## src/rtl/arp_cache_pkg.sv

```systemverilog
// Shared types and constants for the aged ARP cache: FSM state encoding,
// address widths and the broadcast IP/MAC pair.
package arp_cache_pkg;

  localparam int IP_W  = 32;
  localparam int MAC_W = 48;

  localparam logic [IP_W-1:0]  BCAST_IP  = 32'hFFFF_FFFF;
  localparam logic [MAC_W-1:0] BCAST_MAC = 48'hFFFF_FFFF_FFFF;

  typedef enum logic [2:0] {
    IDLE     = 3'd0,
    SEEK     = 3'd1,
    SEEK_RSP = 3'd2,
    UPD_SCAN = 3'd3,
    UPD_WR   = 3'd4
  } arp_state_e;

  typedef struct packed {
    logic [IP_W-1:0]  ip;
    logic [MAC_W-1:0] mac;
  } arp_pair_t;

endpackage

```

## src/rtl/arp_cache_aged_if.sv

```systemverilog
// Client-side bundle of the ARP cache: lookup handshake, miss request,
// learned-address updates, flush and occupancy.
interface arp_cache_aged_if #(
  parameter int P_DEPTH = 8
);
  import arp_cache_pkg::*;

  localparam int CNT_W = $clog2(P_DEPTH + 1);

  logic [IP_W-1:0]  i_seek_ip;
  logic             i_seek_valid;
  logic             o_seek_ready;
  logic [MAC_W-1:0] o_seek_mac;
  logic             o_seek_hit;
  logic             o_seek_valid;
  logic [IP_W-1:0]  o_arp_req_ip;
  logic             o_arp_req_valid;
  logic [IP_W-1:0]  i_updata_ip;
  logic [MAC_W-1:0] i_updata_mac;
  logic             i_updata_valid;
  logic             o_upd_drop;
  logic             i_flush;
  logic [CNT_W-1:0] o_entry_count;

  modport master (
    output i_seek_ip, i_seek_valid, i_updata_ip, i_updata_mac, i_updata_valid, i_flush,
    input  o_seek_ready, o_seek_mac, o_seek_hit, o_seek_valid,
           o_arp_req_ip, o_arp_req_valid, o_upd_drop, o_entry_count
  );

  modport slave (
    input  i_seek_ip, i_seek_valid, i_updata_ip, i_updata_mac, i_updata_valid, i_flush,
    output o_seek_ready, o_seek_mac, o_seek_hit, o_seek_valid,
           o_arp_req_ip, o_arp_req_valid, o_upd_drop, o_entry_count
  );

endinterface

```

## src/rtl/arp_age_ticker.sv

```systemverilog
// Free-running prescaler: one-cycle tick every P_TICK_DIV clocks, used as
// the time base for entry aging.
module arp_age_ticker #(
  parameter int P_TICK_DIV = 125000
) (
  input  logic i_clk,
  input  logic i_rst,
  output logic tick
);

  localparam int              CW   = $clog2(P_TICK_DIV);
  localparam logic [CW-1:0]   LAST = CW'(P_TICK_DIV - 1);

  logic [CW-1:0] cnt_q;

  // NOTE: sequential state uses non-blocking assignments so every register
  // samples pre-edge values, independent of statement order.
  always_ff @(posedge i_clk or negedge i_rst) begin
    if (!i_rst) begin
      cnt_q <= '0;
      tick  <= 1'b0;
    end else begin
      tick  <= (cnt_q == LAST);
      cnt_q <= (cnt_q == LAST) ? '0 : cnt_q + 1'b1;
    end
  end

endmodule

```

## src/rtl/arp_cache_aged.sv

```systemverilog
// P_DEPTH-entry IP->MAC cache with per-entry aging. Lookups and updates both
// walk the table one entry per clock; a miss raises a request toward ARP_TX.
module arp_cache_aged
  import arp_cache_pkg::*;
#(
  parameter int P_DEPTH    = 8,
  parameter int P_TICK_DIV = 125000,
  parameter int P_MAX_AGE  = 300,
  parameter int P_AGE_W    = 16
) (
  input  logic            i_clk,
  input  logic            i_rst,
  arp_cache_aged_if.slave bus
);

  localparam int                 IDX_W    = $clog2(P_DEPTH);
  localparam int                 CNT_W    = $clog2(P_DEPTH + 1);
  localparam logic [IDX_W-1:0]   LAST_IDX = IDX_W'(P_DEPTH - 1);
  localparam logic [P_AGE_W-1:0] MAX_AGE  = P_AGE_W'(P_MAX_AGE);
  localparam logic [P_AGE_W-1:0] AGE_SAT  = '1;

  // Table storage
  logic [P_DEPTH-1:0] vld_q;
  logic [IP_W-1:0]    ip_q  [P_DEPTH];
  logic [MAC_W-1:0]   mac_q [P_DEPTH];
  logic [P_AGE_W-1:0] age_q [P_DEPTH];
  logic [P_AGE_W-1:0] age_inc [P_DEPTH];

  // Control
  arp_state_e       state_q, state_d;
  logic [IDX_W-1:0] idx_q;
  logic             scan_last;
  logic             seek_go, upd_go;
  logic             tick;

  logic [IP_W-1:0]  seek_ip_q;
  logic             found_q;
  logic [MAC_W-1:0] found_mac_q;

  logic             pend_vld_q, pend_vld_d;
  arp_pair_t        pend_q, pend_d;
  arp_pair_t        work_q;

  logic             match_found_q, free_found_q;
  logic [IDX_W-1:0] match_idx_q, free_idx_q, old_idx_q;
  logic [P_AGE_W-1:0] old_age_q;
  logic [IDX_W-1:0] victim;

  logic             ready_d;
  logic [CNT_W-1:0] cnt_d;

  arp_age_ticker #(.P_TICK_DIV(P_TICK_DIV)) u_ticker (
    .i_clk (i_clk),
    .i_rst (i_rst),
    .tick  (tick)
  );

  assign scan_last = (idx_q == LAST_IDX);
  assign victim    = match_found_q ? match_idx_q :
                     free_found_q  ? free_idx_q  : old_idx_q;

  // NOTE: every variable gets a default at the top of each always_comb so no
  // path leaves it unassigned, which would otherwise infer a latch.
  always_comb begin
    state_d = state_q;
    seek_go = 1'b0;
    upd_go  = 1'b0;
    case (state_q)
      IDLE: begin
        if (bus.i_seek_valid && bus.o_seek_ready) begin
          seek_go = 1'b1;
          state_d = SEEK;
        end else if (pend_vld_q || bus.i_updata_valid) begin
          upd_go  = 1'b1;
          state_d = UPD_SCAN;
        end
      end
      SEEK:     if (scan_last) state_d = SEEK_RSP;
      SEEK_RSP: state_d = IDLE;
      UPD_SCAN: if (scan_last) state_d = UPD_WR;
      UPD_WR:   state_d = IDLE;
      default:  state_d = IDLE;
    endcase
    if (bus.i_flush) state_d = IDLE;
  end

  // The pending slot is emptied when IDLE hands its contents to the scan.
  always_comb begin
    pend_vld_d = pend_vld_q;
    pend_d     = pend_q;
    if (bus.i_updata_valid) begin
      pend_vld_d = 1'b1;
      pend_d     = '{ip: bus.i_updata_ip, mac: bus.i_updata_mac};
    end
    if (upd_go)      pend_vld_d = 1'b0;
    if (bus.i_flush) pend_vld_d = 1'b0;
  end

  assign ready_d = (state_d == IDLE) && !pend_vld_d;

  always_comb begin
    cnt_d = '0;
    for (int i = 0; i < P_DEPTH; i++) cnt_d = cnt_d + CNT_W'(vld_q[i]);
  end

  always_comb begin
    for (int i = 0; i < P_DEPTH; i++)
      age_inc[i] = (age_q[i] == AGE_SAT) ? age_q[i] : age_q[i] + 1'b1;
  end

  always_ff @(posedge i_clk or negedge i_rst) begin
    if (!i_rst) begin
      state_q             <= IDLE;
      idx_q               <= '0;
      seek_ip_q           <= '0;
      found_q             <= 1'b0;
      found_mac_q         <= '0;
      pend_vld_q          <= 1'b0;
      pend_q              <= '0;
      work_q              <= '0;
      match_found_q       <= 1'b0;
      free_found_q        <= 1'b0;
      match_idx_q         <= '0;
      free_idx_q          <= '0;
      old_idx_q           <= '0;
      old_age_q           <= '0;
      bus.o_seek_ready    <= 1'b0;
      bus.o_seek_valid    <= 1'b0;
      bus.o_seek_hit      <= 1'b0;
      bus.o_seek_mac      <= '0;
      bus.o_arp_req_valid <= 1'b0;
      bus.o_arp_req_ip    <= '0;
      bus.o_upd_drop      <= 1'b0;
      bus.o_entry_count   <= '0;
    end else begin
      state_q             <= state_d;
      pend_vld_q          <= pend_vld_d;
      pend_q              <= pend_d;
      bus.o_seek_ready    <= ready_d;
      bus.o_entry_count   <= cnt_d;
      bus.o_upd_drop      <= bus.i_updata_valid && pend_vld_q && !bus.i_flush;
      bus.o_seek_valid    <= 1'b0;
      bus.o_seek_hit      <= 1'b0;
      bus.o_seek_mac      <= '0;
      bus.o_arp_req_valid <= 1'b0;
      bus.o_arp_req_ip    <= '0;
      if (!bus.i_flush) begin
        case (state_q)
          IDLE: begin
            idx_q <= '0;
            if (seek_go) begin
              seek_ip_q   <= bus.i_seek_ip;
              found_q     <= 1'b0;
              found_mac_q <= '0;
            end else if (upd_go) begin
              work_q        <= bus.i_updata_valid ?
                               arp_pair_t'{ip: bus.i_updata_ip, mac: bus.i_updata_mac} : pend_q;
              match_found_q <= 1'b0;
              free_found_q  <= 1'b0;
              old_idx_q     <= '0;
              old_age_q     <= '0;
            end
          end
          SEEK: begin
            if (!found_q && vld_q[idx_q] && (ip_q[idx_q] == seek_ip_q)) begin
              found_q     <= 1'b1;
              found_mac_q <= mac_q[idx_q];
            end
            if (!scan_last) idx_q <= idx_q + 1'b1;
          end
          SEEK_RSP: begin
            bus.o_seek_valid <= 1'b1;
            if (seek_ip_q == BCAST_IP) begin
              bus.o_seek_hit <= 1'b1;
              bus.o_seek_mac <= BCAST_MAC;
            end else if (found_q) begin
              bus.o_seek_hit <= 1'b1;
              bus.o_seek_mac <= found_mac_q;
            end else begin
              bus.o_arp_req_valid <= 1'b1;
              bus.o_arp_req_ip    <= seek_ip_q;
            end
          end
          UPD_SCAN: begin
            if (vld_q[idx_q]) begin
              if (!match_found_q && (ip_q[idx_q] == work_q.ip)) begin
                match_found_q <= 1'b1;
                match_idx_q   <= idx_q;
              end
              // Strict compare keeps the lowest index among equally old entries.
              if (age_q[idx_q] > old_age_q) begin
                old_age_q <= age_q[idx_q];
                old_idx_q <= idx_q;
              end
            end else if (!free_found_q) begin
              free_found_q <= 1'b1;
              free_idx_q   <= idx_q;
            end
            if (!scan_last) idx_q <= idx_q + 1'b1;
          end
          default: ;
        endcase
      end
    end
  end

  // Aging and the UPD_WR write share one block so the write overrides a
  // coincident tick on the same entry.
  always_ff @(posedge i_clk or negedge i_rst) begin
    if (!i_rst) begin
      vld_q <= '0;
      for (int i = 0; i < P_DEPTH; i++) age_q[i] <= '0;
    end else if (bus.i_flush) begin
      vld_q <= '0;
    end else begin
      for (int i = 0; i < P_DEPTH; i++) begin
        if (tick && vld_q[i]) begin
          age_q[i] <= age_inc[i];
          if (age_inc[i] >= MAX_AGE) vld_q[i] <= 1'b0;
        end
        if ((state_q == UPD_WR) && (victim == IDX_W'(i))) begin
          vld_q[i] <= 1'b1;
          age_q[i] <= '0;
        end
      end
    end
  end

  // NOTE: the ip/mac arrays are deliberately left out of reset; vld_q
  // qualifies every read, so resetting the payload would only add reset fanout.
  always_ff @(posedge i_clk) begin
    if ((state_q == UPD_WR) && !bus.i_flush) begin
      ip_q[victim]  <= work_q.ip;
      mac_q[victim] <= work_q.mac;
    end
  end

endmodule

```

## src/flat_wrapper.sv

```systemverilog
// flat-port wrapper written by rule: the top's interface ports become plain ports
module arp_cache_aged_flat import arp_cache_pkg::*;
#(
  parameter int P_DEPTH    = 8,
  parameter int P_TICK_DIV = 125000,
  parameter int P_MAX_AGE  = 300,
  parameter int P_AGE_W    = 16
)
  (i_clk, i_rst, bus_i_seek_ip, bus_i_seek_valid, bus_i_updata_ip, bus_i_updata_mac, bus_i_updata_valid, bus_i_flush, bus_o_seek_ready, bus_o_seek_mac, bus_o_seek_hit, bus_o_seek_valid, bus_o_arp_req_ip, bus_o_arp_req_valid, bus_o_upd_drop, bus_o_entry_count);
  arp_cache_aged_if #(.P_DEPTH(P_DEPTH)) bus_i ();
  input  logic i_clk;
  input  logic i_rst;
  input wire logic [$bits(bus_i.i_seek_ip)-1:0] bus_i_seek_ip;
  input wire logic [$bits(bus_i.i_seek_valid)-1:0] bus_i_seek_valid;
  input wire logic [$bits(bus_i.i_updata_ip)-1:0] bus_i_updata_ip;
  input wire logic [$bits(bus_i.i_updata_mac)-1:0] bus_i_updata_mac;
  input wire logic [$bits(bus_i.i_updata_valid)-1:0] bus_i_updata_valid;
  input wire logic [$bits(bus_i.i_flush)-1:0] bus_i_flush;
  output wire logic [$bits(bus_i.o_seek_ready)-1:0] bus_o_seek_ready;
  output wire logic [$bits(bus_i.o_seek_mac)-1:0] bus_o_seek_mac;
  output wire logic [$bits(bus_i.o_seek_hit)-1:0] bus_o_seek_hit;
  output wire logic [$bits(bus_i.o_seek_valid)-1:0] bus_o_seek_valid;
  output wire logic [$bits(bus_i.o_arp_req_ip)-1:0] bus_o_arp_req_ip;
  output wire logic [$bits(bus_i.o_arp_req_valid)-1:0] bus_o_arp_req_valid;
  output wire logic [$bits(bus_i.o_upd_drop)-1:0] bus_o_upd_drop;
  output wire logic [$bits(bus_i.o_entry_count)-1:0] bus_o_entry_count;
  assign bus_i.i_seek_ip = bus_i_seek_ip;
  assign bus_i.i_seek_valid = bus_i_seek_valid;
  assign bus_i.i_updata_ip = bus_i_updata_ip;
  assign bus_i.i_updata_mac = bus_i_updata_mac;
  assign bus_i.i_updata_valid = bus_i_updata_valid;
  assign bus_i.i_flush = bus_i_flush;
  assign bus_o_seek_ready = bus_i.o_seek_ready;
  assign bus_o_seek_mac = bus_i.o_seek_mac;
  assign bus_o_seek_hit = bus_i.o_seek_hit;
  assign bus_o_seek_valid = bus_i.o_seek_valid;
  assign bus_o_arp_req_ip = bus_i.o_arp_req_ip;
  assign bus_o_arp_req_valid = bus_i.o_arp_req_valid;
  assign bus_o_upd_drop = bus_i.o_upd_drop;
  assign bus_o_entry_count = bus_i.o_entry_count;
  arp_cache_aged #(.P_DEPTH(P_DEPTH), .P_TICK_DIV(P_TICK_DIV), .P_MAX_AGE(P_MAX_AGE), .P_AGE_W(P_AGE_W)) u_core (.i_clk(i_clk), .i_rst(i_rst), .bus(bus_i));
endmodule
```

## config.mk

```make
export PLATFORM = sky130hd
export DESIGN_NAME = arp_cache_aged_flat
export DESIGN_NICKNAME = d
export VERILOG_FILES = /design/src/rtl/arp_cache_pkg.sv /design/src/rtl/arp_cache_aged_if.sv /design/src/rtl/arp_age_ticker.sv /design/src/rtl/arp_cache_aged.sv /design/src/flat_wrapper.sv
export SDC_FILE = /design/constraint.sdc
export NUM_CORES = 1
export LEC_CHECK = 0
export CAP_MARGIN = 20
export CORE_UTILIZATION = 55
export DETAILED_ROUTE_END_ITERATION = 8
export GPL_TIMING_DRIVEN = 0
export PLACE_DENSITY = 0.79
export SKIP_CTS_REPAIR_TIMING = 1
export SYNTH_ARGS = -nofsm -noshare
export SYNTH_HDL_FRONTEND = slang
export SYNTH_SLANG_ARGS = --single-unit
```

## constraint.sdc

```tcl
create_clock -name i_clk -period 8.77 [get_ports i_clk]
set_clock_uncertainty 0.2 [all_clocks]
set_input_delay 1.3155 -clock i_clk [delete_from_list [all_inputs] [get_ports i_clk]]
set_output_delay 1.3155 -clock i_clk [all_outputs]
set_load 0.01 [all_outputs]
```

Yosys cells after proc, flatten, opt, wreduce, memory -nomap -nowiden
Memory sizes are Yosys's and may differ from the RTL's.
Cells that the tools add are included.
- register bits: 518
- bits in latches: 0
- memory bits (writable): 640
- bits in read-only memories: 0
- input port bits: 117
- output and inout port bits: 89
- logic and storage cells: 312
- memories kept: 2
- memory list (name ; words ; width ; read ports ; clocked after Yosys merged registers in ; write ports ; line ; RTL):
    u_core.mac_q ; 8 ; 48 ; 1 ; 0 ; 1 ; arp_cache_aged.sv:25 ; logic [MAC_W-1:0] mac_q [P_DEPTH];
    u_core.ip_q ; 8 ; 32 ; 1 ; 0 ; 1 ; arp_cache_aged.sv:24 ; logic [IP_W-1:0] ip_q [P_DEPTH];
- add/subtract/negate cells: 17
- multipliers: 0
- div/mod/pow operators: 0
- order comparisons: 11
- equality and inequality tests: 33
- shift operators: 0
- multiplexer cells: 117
- bitwise gates (word level): 5
- reduce and logical (&&, ||, !) cells: 85
- operators with widths (cell ; number):
    two-way mux 16 bit ; 30
    two-way mux 48 bit ; 6
    adder 16 x 1 -> 16 bit, second input constant ; 8
    equality test 16 bit, second input constant ; 8
    >= comparator 16 x 9 -> 1 bit, second input constant ; 8
    two-way mux 32 bit ; 4
    one-hot mux 48 bit (2 select lines) ; 1
    two-way mux 80 bit ; 1
    equality test 32 bit ; 2
    two-way mux 1 bit ; 52
    binary-select mux 16 bit (select 3 bit) ; 1
    nonzero test 3 bit ; 16
    two-way mux 3 bit ; 12
    equality test 32 bit, second input constant ; 1
    one-hot mux 16 bit (2 select lines) ; 1
    AND reduction 2 bit ; 16
    adder 4 x 1 -> 4 bit ; 6
    logical AND 1 bit ; 24
    nonzero test 2 bit ; 11
    equality test 3 bit, second input constant ; 6
    adder 17 x 1 -> 17 bit, second input constant ; 1
    equality test 17 bit, second input constant ; 1
    two-way mux 17 bit ; 1
    greater-than comparator 16 bit ; 1
    23 further kinds ; 50

Logic depth before layout (Yosys ltp)
- depth in word-level cells: 8
- mapped depth: 20
- depth with buffers taken out: 13

Hierarchy
From an unflattened synthesis, not the netlist that was laid out.
- cells, all modules: 3353
- area total of the unflattened synthesis: 49531.3 sq um
- modules (own cells, without submodules) (module ; instances ; cells each ; area an instance (sq um) ; sequential area each (sq um)):
    arp_cache_aged ; 1 ; 3276 ; 48672.9 ; 31730.4
    arp_age_ticker ; 1 ; 77 ; 858.3 ; 450.4

Worst setup path after synthesis
No wires, ideal clock.
- path kind: input -> register
- start point: input bus_i_flush
- end point: register u_core.age_q[115] (netlist bit)
- setup time: 0.146 ns
- data arrival time: 8.317 ns
- data required time: 8.424 ns
- path slack: 0.108 ns
- stages on the path: 5
- path buffers: 1
- path through: clkbuf_1 > nor3_1 > a21oi_1 > o21ai_0 > o41ai_1
- word-level cells in the longest chain between the ends: 2
- RTL lines (element ; line ; RTL):
    from (decl) ; flat_wrapper.sv:18 ; input wire logic [$bits(bus_i.i_flush)-1:0] bus_i_flush;
    NOT 1 bit (no line) ; n/a ;
    AND reduction 2 bit (no line) ; n/a ;
    to (signal, indexed assignment) ; arp_cache_aged.sv:218 ; age_q[i] <= age_inc[i];
    to (decl) ; arp_cache_aged.sv:26 ; logic [P_AGE_W-1:0] age_q [P_DEPTH];
Every way passes these cells.
A chain may end at the register's enable or synchronous reset.

Final worst setup path
- start point: register u_core.idx_q[1]
- end point: register u_core.old_age_q[11]
- word-level cells in the longest chain between the ends: 7
- elaborated cells between the ends (all ways): 13
- those cells by class: order compare: 1; eq/ne: 2; mux: 8; bitwise: 1; reduce/logical: 1
- RTL lines (element ; line ; RTL):
    from (decl) ; arp_cache_aged.sv:31 ; logic [IDX_W-1:0] idx_q;
    from (signal assigned) ; arp_cache_aged.sv:169 ; if (!scan_last) idx_q <= idx_q + 1'b1;
    from (signal assigned) ; arp_cache_aged.sv:199 ; if (!scan_last) idx_q <= idx_q + 1'b1;
    NOT 3 -> 4 bit (implied by the code) ; arp_cache_aged.sv:191, arp_cache_aged.sv:192 ;
    binary-select mux 16 bit (select 3 bit) ; arp_cache_aged.sv:191, arp_cache_aged.sv:192 ;
    two-way mux 16 bit (implied by the code) (2 in series) ; arp_cache_aged.sv:191, arp_cache_aged.sv:192 ;
    greater-than comparator 16 bit or two-way mux 16 bit (tied branches) ; arp_cache_aged.sv:191 ; if (age_q[idx_q] > old_age_q) begin
    inequality test 2 x 1 -> 1 bit (no line) or two-way mux 16 bit (tied branches) ; n/a ;
    AND reduction 6 bit (no line) or one-hot mux 16 bit (2 select lines) (tied branches) ; n/a ;
    to (signal assigned) ; arp_cache_aged.sv:192 ; old_age_q <= age_q[idx_q];
    to (decl) ; arp_cache_aged.sv:46 ; logic [P_AGE_W-1:0] old_age_q;
Several ways; a longest one is shown, not always the timed one. The select of a mux whose other input is x is not followed.

==> results.py <==
metrics = {
    "clock_network": {
        "htreeDepth": 3,
        "clkTransAtPathRegs_ns": 0.06,
        "clockRootBuffer": "clkbuf_16",
        "cts_buffers": 110,
        "insertion_delay_ns": 0.70,
        "clockBufferDepth": 3,
        "cts.sinks": 1158,
        "cts_tree": "built",
    },
    "critical_path": {
        "crit_required_ns": 9.19,
        "cp-end-kind": "flip-flop",
        "critPathLaunchType": "flip-flop",
        "reg2reg_depth": 18,
        "rr_startpoint": "u_core.idx_q[1]",
        "critPathSlowestCell": "clkbuf_1",
        "startpoint": "u_core.idx_q[1]",
        "cp.arrival_ns": 7.31,
        "timing.rr.end": "u_core.old_age_q[11]",
        "critical_path_peak_fanout": 10,
        "cp_slowest_stage_delay_ns": 0.84,
        "path_cells": "buf_2 > buf_1 > clkbuf_1 > clkbuf_1 > mux4_2 > nand2_1 > nand2_1 > ha_1 > nor2b_1 > o21a_1 > o21a_1 > o21a_1 > o21a_1 > o2111ai_1 > nand3_1 > a21oi_1 > clkbuf_1 > a32o_1",
        "crit_path_end": "u_core.old_age_q[11]",
        "critPathKind": "flip-flop to flip-flop",
        "cpMostUsedCell": "o21a_1",
        "r2r_slack_ns": 1.88,
    },
    "die": {
        "core-area_um2": 88400,
        "floorplan.rows": 109,
        "die_w_um": 301,
        "die-area_um2": 90500,
        "die_h_um": 301,
        "initial_utilization": 0.556,
        "io_pins": 206,
    },
    "sta": {
        "fin_crit_sh": 0.785,
        "fin_tns_setup_ns": 0,
        "max_slew.worst_pin.slew_ns": 1.14,
        "hold_viol_final": 0,
        "period_minus_slack_ns": 6.89,
        "drv_slew": 0,
        "slew_headroom": 0.237,
        "rsz0062_at_grt": "no",
        "fmax_mhz": 145,
        "finalSetupViolCount": 0,
    },
    "yosys": {
        "synth_cells": 3306,
        "seq_area_frac_synth": 0.655,
        "yosys_warnings": 0,
        "synth-seq-cells": 1158,
        "synth_area_leader_cell": "edfxtp_1",
        "ys_top_cells_by_count": "640 x edfxtp_1, 518 x dfrtp_1, 230 x nand2_1",
        "synth-main-ff-cell": "edfxtp_1",
        "synth_cell_types": 72,
        "synth_fp_nets": 3457,
        "synth_area_per_cell_um2": 14.9,
        "syn-cell-area_um2": 49100,
        "synth_area_leaders": "edfxtp_1 39%, dfrtp_1 26%, mux4_2 8.2%",
        "synth.top_cell.area_share": 0.391,
        "yosysMostFrequentCell": "edfxtp_1",
        "synth_edf_count": 640,
        "ys_async_sr_fraction": 0.447,
    },
    "placement": {
        "gp_congestion": 0.936,
        "postPlaceCellArea_um2": 53800,
        "portBuffers": 204,
        "hpwl_mm": 87.7,
        "placed_cells": 4765,
    },
    "pwr": {
        "internal_power_mw": 10.7,
        "power_frac_comb": 0.189,
        "p_switching_mw": 4.32,
        "swShare": 0.287,
        "p_seq_frac": 0.484,
        "p_leak_nw": 21.5,
        "vdd_drop_max_mv": 0.193,
        "p_per_area_nw_per_um2": 261,
        "clock_power_share": 0.327,
    },
    "grt": {
        "grt_pass1_wl_mm": 191,
        "overflow": 0,
        "antenna_found_initial": 2,
        "grt_pass1_vias": 31000,
        "grt_usage": 0.284,
        "grt_max_degree": 123,
    },
    "final_layout": {
        "fillCellCount": 6123,
        "final_area_um2": 57600,
        "register_area_um2": 32200,
        "syn_to_final_growth_pct": 17.3,
        "final_nets": 3865,
        "layout.cells.non_filler": 4977,
        "multi_input_area_um2": 16000,
        "drive_above_1_share": 0.183,
    },
    "drt": {
        "drt-total-wl_mm": 129,
        "drc": 0,
        "routedWlPerCell_um": 25.9,
        "vias_per_cell": 6.34,
        "ant_nets": 0,
        "firstDrtPassIters": 6,
        "vias": 31600,
        "first_iter_violations": 3692,
    },
    "min_path": {
        "hold_path_class": "flip-flop to flip-flop",
    },
    "outcome": {
        "status": "finished clean",
    },
    "flow_run": {
        "maxCapViolations": 0,
    },
}
[layer usage]
| layer | global-route usage | part of all wire | vias up |
|---|---|---|---|
| li1 | - | - | 13500 |
| met2 | 0.443 | 0.48 | 1701 |
| met3 | 0.0607 | 0.094 | 273 |
| met4 | 0.102 | 0.035 | 0 |
| met5 | 0 | 0 | - |
| met1 | 0.396 | 0.39 | 16100 |
[power by group through the flow]
stage | Sequential [mW] | Combinational (mW) | Clock (mW)
3_3_place_gp | 7.30 | 2.71 | 0
2_1_floorplan | 7.03 | 1.97 | 0
5_1_grt | 7.32 | 3.02 | 5.17
6_report | 7.28 | 2.85 | 4.92
4_1_cts | 7.24 | 2.83 | 4.95
3_5_place_dp | 7.34 | 2.78 | 0
[cells in the final DEF (no fill, tap or decap), drive strengths merged, types with 10 or more instances in the layout]
| cell type | instances |
|---|---|
| nand2b | 18 |
| o21ai | 158 |
| and4 | 13 |
| nor4 | 18 |
| o31ai | 22 |
| inv | 50 |
| a21o | 10 |
| nand4 | 62 |
| nor2 | 152 |
| a41oi | 10 |
| buf | 139 |
| o21a | 61 |
| clkbuf | 295 |
| and2 | 47 |
| o22ai | 12 |
| mux2 | 203 |
| xnor2 | 51 |
| o2bb2ai | 51 |
| clkdlybuf4s50 | 203 |
| a32o | 15 |
| nor3 | 45 |
| mux4 | 178 |
| and3 | 31 |
| edfxtp | 640 |
| nand3 | 60 |
| mux2i | 113 |
| ha | 30 |
| clkinv | 30 |
| xor2 | 48 |
| a21oi | 151 |
| nor2b | 11 |
| bufinv | 12 |
| nand2 | 230 |
| a31oi | 30 |
| dfrtp | 518 |
[state kept, by name, summed over array words and instances, names as in the netlist, 3 cells and up]
| name | flops |
|---|---|
| u_core.idx_q | 3 |
| u_core.work_q | 80 |
| u_core.bus.o_arp_req_ip | 32 |
| u_core.mac_q | 384 |
| u_core.pend_q | 80 |
| u_core.seek_ip_q | 32 |
| u_core.bus.o_entry_count | 4 |
| u_core.age_q | 128 |
| u_core.bus.o_seek_mac | 48 |
| u_core.old_age_q | 16 |
| u_core.state_q | 3 |
| u_core.vld_q | 8 |
| u_core.ip_q | 256 |
| u_core.free_idx_q | 3 |
| u_core.u_ticker.cnt_q | 17 |
| u_core.found_mac_q | 48 |
| u_core.match_idx_q | 3 |
| u_core.old_idx_q | 3 |
[logic make-up after synthesis]
family | share of synthesized area
AOI/OAI and AO/OA | 0.0763
xor gates and xnor gates | 0.0177
adders and majority gates | 0.00927
buffers and inverters | 0.0201
DFF | 0.655
muxes | 0.151
and+or+nand+nor | 0.0699
[final cells by class]
class	instances	share of cell area
sequential	1158	0.559
buffer	187	0.0141
multi-input combinational	1915	0.278
timing repair buffer	296	0.0559
antenna	2	0.0000869
clock buffer	154	0.0540
clock inverter	54	0.0108
inverter	46	0.00300
tap	1165	0.0253
[worst min path at each step]
stage                           from  slack [ns]  cells past startpoint                    end
5_1_grt            u_core.pend_q[40]        0.30                      1      u_core.pend_q[40]
3_3_place_gp    u_core.free_idx_q[1]        0.27                      2   u_core.free_idx_q[1]
2_1_floorplan   u_core.free_idx_q[0]        0.25                      2   u_core.free_idx_q[0]
4_1_cts        u_core.match_idx_q[1]        0.29                      1  u_core.match_idx_q[1]
3_5_place_dp   u_core.found_mac_q[0]        0.27                      1  u_core.found_mac_q[0]
6_report       u_core.match_idx_q[1]        0.29                      1  u_core.match_idx_q[1]
[worst max-delay path: cells and delay by family (launching register included)]
kind | cells | cell delay [ns]
AND/OR/NAND/NOR | 4 | 0.65
flip-flops | 1 | 0.34
buffers and inverters | 5 | 2.99
AO/OA/AOI/OAI | 7 | 1.88
adder cells (fa/ha/maj) | 1 | 0.31
multiplexers | 1 | 0.41
[stage by stage]
stage	setup WS (ns)	utilization	total power, mW	hold WS, ns
final	1.88	0.652	15.0	0.293
after global routing	1.72	0.651	15.5	0.302
after CTS	2.05	0.651	15.0	0.290
after detailed placement	2.09	0.609	10.1	0.275
after global placement	-17.31	0.595	10.0	0.266
after floorplan	0.108	-	9.00	0.250
Note: power is estimated with default switching activity, not from simulation.
